--- src/rtl/sd_cmd_card_phys.sv ---
// Card-side SD CMD line PHY: receives 48-bit host commands with CRC7/framing checks and
// serializes 48-bit or 136-bit responses after the Ncr gap, generating the CRC7 on the fly.
module sd_cmd_card_phys #(
    parameter int unsigned NCR   = 2,
    parameter int unsigned CNT_W = 8
) (
    input  logic         sd_clock,
    input  logic         reset,
    input  logic         cmd_in,
    output logic         cmd_out,
    output logic         cmd_oe,
    output logic         cmd_strobe,
    output logic [5:0]   cmd_index,
    output logic [31:0]  cmd_arg,
    output logic         cmd_crc_err,
    output logic         cmd_frame_err,
    input  logic         cmd_ack,
    input  logic         no_rsp,
    input  logic         rsp_strobe,
    input  logic         rsp_long,
    input  logic [135:0] rsp_data,
    output logic         rsp_ack,
    output logic         rsp_done,
    input  logic         idle_in
);

    typedef enum logic [2:0] {
        StIdle,
        StRx,
        StCmdHold,
        StWaitRsp,
        StGap,
        StTx
    } state_e;

    state_e             r_state;
    state_e             w_state_nxt;
    logic [CNT_W-1:0]   r_cnt;
    logic [46:0]        r_rx;
    logic [6:0]         r_crc;
    logic [135:0]       r_tx;
    logic               r_long;
    logic [5:0]         r_cmd_index;
    logic [31:0]        r_cmd_arg;
    logic               r_crc_err;
    logic               r_frame_err;
    logic               r_rsp_ack;
    logic               r_rsp_done;
    logic [47:0]        w_frame;
    logic               w_unused;

    function automatic logic [6:0] crc7_step(input logic [6:0] crc, input logic bit_in);
        logic fb;
        fb = bit_in ^ crc[6];
        return {crc[5:0], 1'b0} ^ (fb ? 7'h09 : 7'h00);
    endfunction

    // Full received frame as seen on the edge that samples the end bit.
    assign w_frame  = {r_rx, cmd_in};
    assign w_unused = ^{rsp_data[135:128], w_frame[47]};

    assign cmd_index     = r_cmd_index;
    assign cmd_arg       = r_cmd_arg;
    assign cmd_crc_err   = r_crc_err;
    assign cmd_frame_err = r_frame_err;
    assign rsp_ack       = r_rsp_ack;
    assign rsp_done      = r_rsp_done;

    always_ff @(posedge sd_clock or negedge reset) begin
        if (!reset) begin
            r_state <= StIdle;
        end else begin
            r_state <= w_state_nxt;
        end
    end

    always_comb begin
        w_state_nxt = r_state;
        cmd_out     = 1'b1;
        cmd_oe      = 1'b0;
        cmd_strobe  = 1'b0;
        case (r_state)
            StIdle: begin
                if (!cmd_in) w_state_nxt = StRx;
            end
            StRx: begin
                if (r_cnt == '0) w_state_nxt = StCmdHold;
            end
            StCmdHold: begin
                cmd_strobe = 1'b1;
                if (cmd_ack) w_state_nxt = no_rsp ? StIdle : StWaitRsp;
            end
            StWaitRsp: begin
                if (rsp_strobe) w_state_nxt = StGap;
            end
            StGap: begin
                if (r_cnt == '0) w_state_nxt = StTx;
            end
            StTx: begin
                cmd_oe = 1'b1;
                if (r_cnt >= CNT_W'(8)) begin
                    cmd_out = r_tx[135];
                end else if (r_cnt != '0) begin
                    cmd_out = r_crc[6];
                end
                if (r_cnt == '0) w_state_nxt = StIdle;
            end
            default: w_state_nxt = StIdle;
        endcase
        if (idle_in) w_state_nxt = StIdle;
    end

    always_ff @(posedge sd_clock or negedge reset) begin
        if (!reset) begin
            r_cnt       <= '0;
            r_rx        <= '0;
            r_crc       <= '0;
            r_tx        <= '0;
            r_long      <= 1'b0;
            r_cmd_index <= '0;
            r_cmd_arg   <= '0;
            r_crc_err   <= 1'b0;
            r_frame_err <= 1'b0;
            r_rsp_ack   <= 1'b0;
            r_rsp_done  <= 1'b0;
        end else begin
            r_rsp_ack  <= 1'b0;
            r_rsp_done <= 1'b0;
            if (!idle_in) begin
                case (r_state)
                    StIdle: begin
                        // Start bit (0) is already bit 47 of the frame; CRC of a lone 0 is 0.
                        if (!cmd_in) begin
                            r_cnt <= CNT_W'(46);
                            r_rx  <= '0;
                            r_crc <= '0;
                        end
                    end
                    StRx: begin
                        r_rx <= {r_rx[45:0], cmd_in};
                        if (r_cnt >= CNT_W'(8)) r_crc <= crc7_step(r_crc, cmd_in);
                        if (r_cnt == '0) begin
                            r_cmd_index <= w_frame[45:40];
                            r_cmd_arg   <= w_frame[39:8];
                            r_crc_err   <= (w_frame[7:1] != r_crc);
                            r_frame_err <= !w_frame[46] || !w_frame[0];
                        end else begin
                            r_cnt <= r_cnt - 1'b1;
                        end
                    end
                    StWaitRsp: begin
                        if (rsp_strobe) begin
                            r_rsp_ack <= 1'b1;
                            r_long    <= rsp_long;
                            r_cnt     <= CNT_W'(NCR - 1);
                            if (rsp_long) begin
                                r_tx <= {8'h3F, rsp_data[127:0]};
                            end else begin
                                r_tx <= {2'b00, rsp_data[45:0], 88'd0};
                            end
                        end
                    end
                    StGap: begin
                        if (r_cnt == '0) begin
                            r_cnt <= r_long ? CNT_W'(135) : CNT_W'(47);
                            r_crc <= '0;
                        end else begin
                            r_cnt <= r_cnt - 1'b1;
                        end
                    end
                    StTx: begin
                        r_tx <= {r_tx[134:0], 1'b0};
                        if (r_cnt >= CNT_W'(8)) begin
                            // R2 header byte is excluded from the CRC.
                            if (!(r_long && r_cnt >= CNT_W'(128))) begin
                                r_crc <= crc7_step(r_crc, r_tx[135]);
                            end
                        end else begin
                            r_crc <= {r_crc[5:0], 1'b0};
                        end
                        if (r_cnt == '0) begin
                            r_rsp_done <= 1'b1;
                        end else begin
                            r_cnt <= r_cnt - 1'b1;
                        end
                    end
                    default: ;
                endcase
            end
        end
    end

endmodule
--- config.mk ---
export PLATFORM = sky130hd
export DESIGN_NAME = sd_cmd_card_phys
export DESIGN_NICKNAME = d
export VERILOG_FILES = /design/src/rtl/sd_cmd_card_phys.sv
export SDC_FILE = /design/constraint.sdc
export NUM_CORES = 1
export LEC_CHECK = 0
export ABC_AREA = 0
export CAP_MARGIN = 20
export CORE_MARGIN = 2
export CORE_UTILIZATION = 55
export CTS_CLUSTER_DIAMETER = 150
export DETAILED_ROUTE_END_ITERATION = 16
export PLACE_DENSITY_LB_ADDON = 0.2
export SYNTH_ARGS = -nofsm -noshare
export SYNTH_HDL_FRONTEND = slang
export SYNTH_SLANG_ARGS = --single-unit
--- constraint.sdc ---
create_clock -name sd_clock -period 4.9 [get_ports sd_clock]
set_input_delay 0.98 -clock sd_clock [delete_from_list [all_inputs] [get_ports sd_clock]]
set_output_delay 0.98 -clock sd_clock [all_outputs]
set_load 0.03 [all_outputs]
## Yosys cells after proc, flatten, opt, wreduce, memory -nomap -nowiden

Cells that the tools add are included.
W data, S select, Z words.

- Register bits after elaboration: 243
- Bits of input ports: 144
- Word-level logic and storage cells: 96

- Add/sub/neg operators: 1
- $lt $le $gt $ge: 2
- Eq/ne operators: 18
- Multiplexer cells: 39
- Bitwise logic cells: 5
- Reduce and logical (&&, ||, !) cells: 19

Operators by type and width:

| cell | count |
|---|---|
| $pmux W136 S2 | 1 |
| $mux W136 | 1 |
| $mux W134 | 1 |
| $pmux W46 S2 | 1 |
| $mux W46 | 1 |
| $mux W8 | 5 |
| $mux W7 | 5 |
| $pmux W8 S4 | 1 |
| $pmux W7 S4 | 1 |
| $mux W3 | 7 |
| $ne A3 B3 Y1 const B | 7 |
| $pmux W3 S6 | 1 |
| $xor A7 B4 Y7 | 2 |
| $reduce_and A3 Y1 | 4 |
| $reduce_and A6 Y1 | 2 |
| $mux W1 | 11 |
| $ne A2 B2 Y1 const B | 5 |
| $ge A8 B4 Y1 const B | 1 |
| $ge A8 B8 Y1 const B | 1 |
| $logic_not A8 Y1 | 1 |
| $mux W4 | 2 |
| $reduce_bool A4 Y1 | 2 |
| $reduce_bool A8 Y1 | 1 |
| $sub A8 B1 Y8 const B | 1 |
| other kinds (14) | 19 |

## Depth between registers and ports, before layout

Gate-level depths: netlist (run 1).

- Word-level depth: 6
- Gate-level depth with buffers: 9

## Least setup slack after synthesis (run 1)

OpenSTA, ideal clock, no wires.

- Path kind: reg2out
- From: register r_cnt[0]
- To: output port cmd_out
- Data arrival time: 1.881 ns
- Data required time: 3.920 ns
- Slack: 2.039 ns
- Stages on the path, launching flop included: 6
- Buffers on the path: 0
- Path through: dfrtp_1 > inv_1 > ha_1 > nor3b_1 > nor3_1 > o21ai_0

- Word-level cells in the longest chain between the ends: 4
- Elaborated cells on any way between the ends: 5

RTL lines:

| element | line | source |
|---|---|---|
| from (decl) | 38 | `logic [CNT_W-1:0] r_cnt;` |
| from (signal assigned) | 148 | `r_cnt <= r_cnt - 1'b1;` |
| from (signal assigned) | 155 | `r_cnt <= CNT_W'(NCR - 1);` |
| from (signal assigned) | 165 | `r_cnt <= r_long ? CNT_W'(135) : CNT_W'(47);` |
| parallel branches: the longest is 2 deep, another holds $ge A8 B4 Y1 | -- |  |
| $mux W1 (*) | 101 | `if (r_cnt >= CNT_W'(8)) begin` |
| $mux W1 (*) | 82 | `case (r_state)` |
| to (decl) | 10 | `output logic cmd_out,` |

Every way passes the cells marked *.

## Worst setup path after layout (run 1)

Same ends and word-level chain as after synthesis.

==> results of run 1 <==
==> cell families after synthesis <==
kind of cell,count (synthesis),share of synthesized area [%]
AOI/OAI and AO/OA,273,14.0
muxes,89,9.47
adders and majority gates,2,0.217
and+or+nand+nor,502,18.5
xor gates and xnor gates,9,0.683
buffers and inverters,116,4.48
DFF,243,52.7
==> flip-flops by register name, indices dropped and copies added (netlist names) <==
signal and count:
cmd_arg 32, cmd_crc_err 1, cmd_frame_err 1, cmd_index 6, r_cnt 8, r_crc 7
r_long 1, r_rx 46, r_state 3, r_tx 136, rsp_ack 1, rsp_done 1
==> worst register-to-register path: stages, from the launching register on <==
cell	delay (ps)
dfrtp_1	630
nor2b_4	270
nand2_4	70
inv_4	80
buf_4	640
buf_4	850
or3_1	220
o21ai_0	80
o21ai_0	210
==> layer usage <==
metal	wire [um]	global-route usage (%)	vias to the layer above	share of wire, %
li1	-	-	4498	-
met1	11900	35.6	4381	47
met2	11600	36.1	253	46
met3	1450	3.12	38	5.7
met4	479	5.81	0	1.9
met5	0	0	-	0
==> metrics by stage <==
stage	power [mW]	std cells	utilization (%)	setup WS [ps]
3_3_place_gp	2.88	1594	65.4	1440
4_1_cts	4.66	1638	69.1	967
3_5_place_dp	2.89	1594	65.4	1390
6_report	4.63	1638	69.1	970
2_1_floorplan	2.63	1234	-	2040
5_1_grt	4.84	1638	69.1	750
==> worst min path at each step <==
stage	start	slack [ps]	end
after CTS	r_tx[132]	480	r_tx[132]
after global placement	r_tx[131]	460	r_tx[131]
after global routing	r_tx[108]	500	r_tx[108]
after floorplan	r_tx[127]	440	r_tx[127]
final	r_tx[132]	470	r_tx[132]
after detailed placement	r_tx[132]	470	r_tx[132]
==> cells in the final DEF (no fill, tap or decap), types with 3 or more instances in the layout <==
cell | Yosys | layout
nor3_1 | 6 | 6
o221a_2 | 5 | 5
o21ai_0 | 98 | 98
a211oi_1 | 3 | 3
clkbuf_1 | 60 | 11
nand3_1 | 94 | 94
mux2i_1 | 48 | 48
clkbuf_16 | 0 | 25
xor2_1 | 5 | 5
buf_4 | 2 | 12
or3_1 | 6 | 6
inv_1 | 13 | 13
nand4_1 | 4 | 4
a22o_1 | 5 | 5
nand2_1 | 231 | 230
a31oi_1 | 92 | 92
o21a_1 | 4 | 3
xnor2_1 | 4 | 4
o22ai_1 | 3 | 3
nand2b_1 | 4 | 4
dfrtp_1 | 243 | 243
clkbuf_8 | 0 | 5
clkdlybuf4s50_1 | 0 | 177
nor2b_1 | 5 | 4
a21oi_1 | 45 | 45
nor2_1 | 141 | 141
o221ai_1 | 3 | 3
mux2_4 | 40 | 40
==> layout make-up <==
cell class / instances / area share, %
Clock buffer: 41 / 5.21
Clock inverter: 3 / 0.124
Tap cell: 270 / 2.39
Timing Repair Buffer: 192 / 13.6
Sequential cell: 243 / 43.1
Multi-Input combinational cell: 875 / 35.2
Inverter: 14 / 0.390
==> where the power goes <==
part	total [mW]	leakage [nW]	internal (mW)	switching, mW
Combinational	0.689	2.57	0.306	0.383
Clock	1.77	0.365	1.02	0.752
Sequential	2.17	3.38	2.08	0.0906
==> impl_metrics.json, run 1 <==
{
  "rows": 52,
  "layout-drive-gt1-share_pct": 7.82,
  "root_buffer": "clkbuf_16",
  "synth_edf_count": 0,
  "viasPerCell": 5.60,
  "nNetsFinal": 1497,
  "die_area_um2": 22200,
  "drcViolationCount": 0,
  "max_stage_delay_ps": 710,
  "diodes": 0,
  "drt.antenna.violating_nets": 0,
  "crit_start": "r_cnt[0]",
  "cp.arrival_ps": 2950,
  "wirelength_um": 25400,
  "drtIter0Drc": 637,
  "dp_hpwl_um": 16300,
  "hold_depth": 2,
  "synthTopCellsByArea": "dfrtp_1 53%, nand2_1 7.5%, mux2_4 5.2%",
  "fillers": 1627,
  "routedWlPerCell_um": 15.5,
  "synth_commonest_cells": "243 x dfrtp_1, 231 x nand2_1, 141 x nor2_1, 98 x o21ai_0, 94 x nand3_1",
  "start_util_pct": 56.5,
  "syn_nets": 1380,
  "setup_tns_ps": 0,
  "cts_resized": 0,
  "drt_pass1_iterations": 5,
  "ys_warn_count": 0,
  "coreArea_um2": 20400,
  "place.gp.congestion": 0.839,
  "skew_ps": 8.92,
  "pwr_density_cell_nw_per_um2": 328,
  "setup_viol": 0,
  "grt_setup_unrepaired": "false",
  "async_flop_share_pct": 100,
  "grt_pass1_vias": 8690,
  "p_leak_nw": 6.31,
  "place.port_buffers": 180,
  "grt_overflow_total": 0,
  "synth_seq_cells": 243,
  "rr_endpoint": "r_tx[133]",
  "post-route-period-util_pct": 80.2,
  "post_dp_cell_area_um2": 13400,
  "multi_input_area_um2": 4980,
  "cts_tree": "done",
  "worst_path_max_delay_cell": "clkdlybuf4s50_1",
  "hold_violations": 0,
  "clockBufferDepth": 3,
  "drv_cap": 0,
  "grt_use_total_pct": 23.4,
  "antenna_found_initial": 0,
  "ff2ff_setup_slack_ps": 1760,
  "status": "finished, final reports clean",
  "crit_type": "flop to primary output",
  "fin_hold_ws_ps": 475,
  "grt_pass1_wl_um": 43100,
  "crit_fanout": 7,
  "h-tree-depth": 1,
  "maxSlewViolCount": 0,
  "ys.flop_type": "dfrtp_1",
  "synth_cell_types": 54,
  "synth_most_common_cell": "dfrtp_1",
  "die_w_um": 149,
  "design_area_um2": 14100,
  "syn2layout_area_growth_pct": 22.4,
  "crit_cells": 6,
  "netlist_instances": 1234,
  "numCtsBuffers": 25,
  "synth_top_area_share_pct": 52.7,
  "dr_total_vias": 9170,
  "io_pins": 189,
  "insertion_delay_ps": 510,
  "post_cts_buffers": 0,
  "die_height_um": 149,
  "rr_worst_depth": 8,
  "cpLargestDelayFamily": "buffers and inverters",
  "reg2reg_from": "r_state[0]",
  "peakVddDrop_v": 0.000182,
  "grt_max_degree": 143,
  "required_ps": 3920,
  "clkTransAtPathRegs_ps": 60,
  "min_path_type": "flop to flop",
  "synth.largest_area_cell": "dfrtp_1",
  "synth_seq_area_share_pct": 52.7,
  "cts.sinks": 243,
  "max_freq_mhz": 254,
  "worstMarginPinSlew_ps": 1070,
  "ff_latch_area_um2": 6080,
  "synth_area_per_cell_um2": 9.35,
  "critPathBufInv": 2,
  "max_slew_margin_pct": 28.7,
  "cts_hold_buf": 0,
  "fin_crit_ps": 3930,
  "endpoint": "cmd_out",
  "end_kind": "primary output",
  "cp_cell_sequence": "inv_1 > ha_1 > nor3b_1 > nor3_1 > o21ai_0 > clkdlybuf4s50_1",
  "synth_area_um2": 11500,
  "start_kind": "flop"
}
Power figures use the tool's default switching activity.
==> run 2, diff against run 1 <==
CORE_UTILIZATION = 54   (was 55)
clock period = 3.95 ns   (was 4.9 ns; I/O delays follow)
==> run 2 against run 1 <==
Global-route usage shrank 0.72 points. Die area grew 1.8%. Sequential cell count is the same. Register-to-register slack lost 220 ps. Largest cell class unchanged. Sequential power grew 24%. Core utilization shrank 0.59 points. Critical path type unchanged. Clock power grew 47%. Wire length grew 0.33%. Largest power group unchanged. Sequential share of layout area shrank 0.85 points. Highest routed layer unchanged. First-iteration DRC count shrank 13%.
==> impl_metrics.json, run 2 (synthesis gave the netlist of run 1 again) <==
{
  "status": "finished, final reports clean",
  "post_dp_cell_area_um2": 13400,
  "cts_hold_buf": 0,
  "p_sw_share_pct": 25.1,
  "routedWlPerCell_um": 15.5,
  "crit_type": "flop to primary output",
  "p_leak_nw": 6.45,
  "drt_pass1_iterations": 5,
  "p_sw_mw": 1.55,
  "h-tree-depth": 1,
  "reg2reg_from": "r_state[0]",
  "place.gp.congestion": 0.889,
  "coreArea_um2": 21000,
  "fin_crit_ps": 3540,
  "drcViolationCount": 0,
  "p_comb_share_pct": 14.0,
  "cts.sinks": 243,
  "power_frac_seq_pct": 43.8,
  "hold_violations": 0,
  "die_w_um": 150,
  "grt_overflow_total": 0,
  "grt_use_total_pct": 22.7,
  "max_slew_margin_pct": 27.4,
  "cts_tree": "done",
  "io_pins": 189,
  "setup_tns_ps": 0,
  "grt_setup_unrepaired": "false",
  "rows": 53,
  "pwr_density_cell_nw_per_um2": 428,
  "dp_hpwl_um": 16400,
  "place.port_buffers": 180,
  "syn2layout_area_growth_pct": 24.8,
  "post_cts_buffers": 0,
  "p_int_mw": 4.61,
  "grt_pass1_wl_um": 42300,
  "grt_max_degree": 116,
  "nNetsFinal": 1499,
  "design_area_um2": 14400,
  "diodes": 0,
  "insertion_delay_ps": 520,
  "layout-drive-gt1-share_pct": 8.60,
  "multi_input_area_um2": 4980,
  "rr_worst_depth": 5,
  "grt_pass1_vias": 8734,
  "wirelength_um": 25500,
  "largest_reg_flops": 136,
  "start_util_pct": 54.9,
  "ff_latch_area_um2": 6080,
  "clockBufferDepth": 3,
  "setup_viol": 0,
  "crit_fanout": 8,
  "drv_cap": 0,
  "clkTransAtPathRegs_ps": 60,
  "worstMarginPinSlew_ps": 1090,
  "final_cell_mix": "243 x dfrtp_1, 230 x nand2_1, 177 x clkdlybuf4s50_1",
  "die_area_um2": 22600,
  "viasPerCell": 5.62,
  "fillers": 1636,
  "drt.antenna.violating_nets": 0,
  "maxSlewViolCount": 0,
  "crit_start": "r_cnt[6]",
  "cts_resized": 0,
  "regMostFlops": "r_tx",
  "end_kind": "primary output",
  "root_buffer": "clkbuf_16",
  "post-route-period-util_pct": 89.5,
  "dr_total_vias": 9249,
  "die_height_um": 150,
  "mostFrequentLayoutCell": "dfrtp_1",
  "required_ps": 3160,
  "antenna_found_initial": 0,
  "numCtsBuffers": 26,
  "skew_ps": 14.3,
  "rr_endpoint": "r_cnt[3]",
  "max_freq_mhz": 283,
  "drtIter0Drc": 553,
  "peakVddDrop_v": 0.000214,
  "start_kind": "flop",
  "cp.arrival_ps": 2750,
  "ff2ff_setup_slack_ps": 1540,
  "min_path_type": "input port to async pin",
  "clkPwrFrac_pct": 42.3
}
==> run 2: cell types whose count changed in the layout (fill, tap and decap cells not counted), sizes merged <==
cell / before / now
buf: 15 / 16
bufinv: 0 / 3
clkinvlp: 1 / 0
clkbuf: 41 / 42
==> run 2: final cells by class <==
class / count / share of cell area, %
flip-flops and latches: 243 / 42.2
multi-input cells: 875 / 34.5
repair buffers: 193 / 13.9
clock buffers: 42 / 5.85
well taps: 275 / 2.39
clock inverters: 5 / 0.695
inverters: 14 / 0.382
==> run 2: how the worst max path moves through the flow <==
stage	end	slack [ps]	cells past startpoint
after floorplan	cmd_out	1280	5
after global placement	cmd_out	920	5
after detailed placement	cmd_out	920	5
after CTS	cmd_out	380	5
after global routing	cmd_out	300	5
final	cmd_out	410	5
==> run 2: per-layer routing <==
layer | wire [um] | global-route usage [%] | part of all wire, % | up-vias
li1 | - | - | - | 4506
met1 | 11500 | 32.1 | 45 | 4455
met2 | 12000 | 36.8 | 47 | 250
met3 | 1430 | 3.76 | 5.6 | 38
met4 | 472 | 5.71 | 1.9 | 0
met5 | 0 | 0 | 0 | -
==> run 2: worst max-delay path, cell delays in order, from the launching register on <==
cell	delay, ps
dfrtp_1	440
nor4_4	520
nand2b_1	180
nor2b_1	160
o21ai_0	220
clkdlybuf4s50_1	710
==> run 2: through the flow <==
step           power, mW  util (%)  instances  setup slack [ps]  hold slack [ps]
2_1_floorplan       3.26         -       1234              1280              445
3_3_place_gp        3.58      63.9       1599               917              457
3_5_place_dp        3.60      63.9       1599               924              466
4_1_cts             6.22      68.4       1646               376              240
5_1_grt             6.44      68.5       1647               297              255
6_report            6.16      68.5       1647               413              227
==> run 2: power by group through the flow <==
stage	Combinational (mW)	Sequential (mW)	Clock, mW
2_1_floorplan	0.550	2.71	0
3_3_place_gp	0.845	2.73	0
3_5_place_dp	0.863	2.74	0
4_1_cts	0.869	2.69	2.66
5_1_grt	0.957	2.71	2.77
6_report	0.861	2.70	2.60
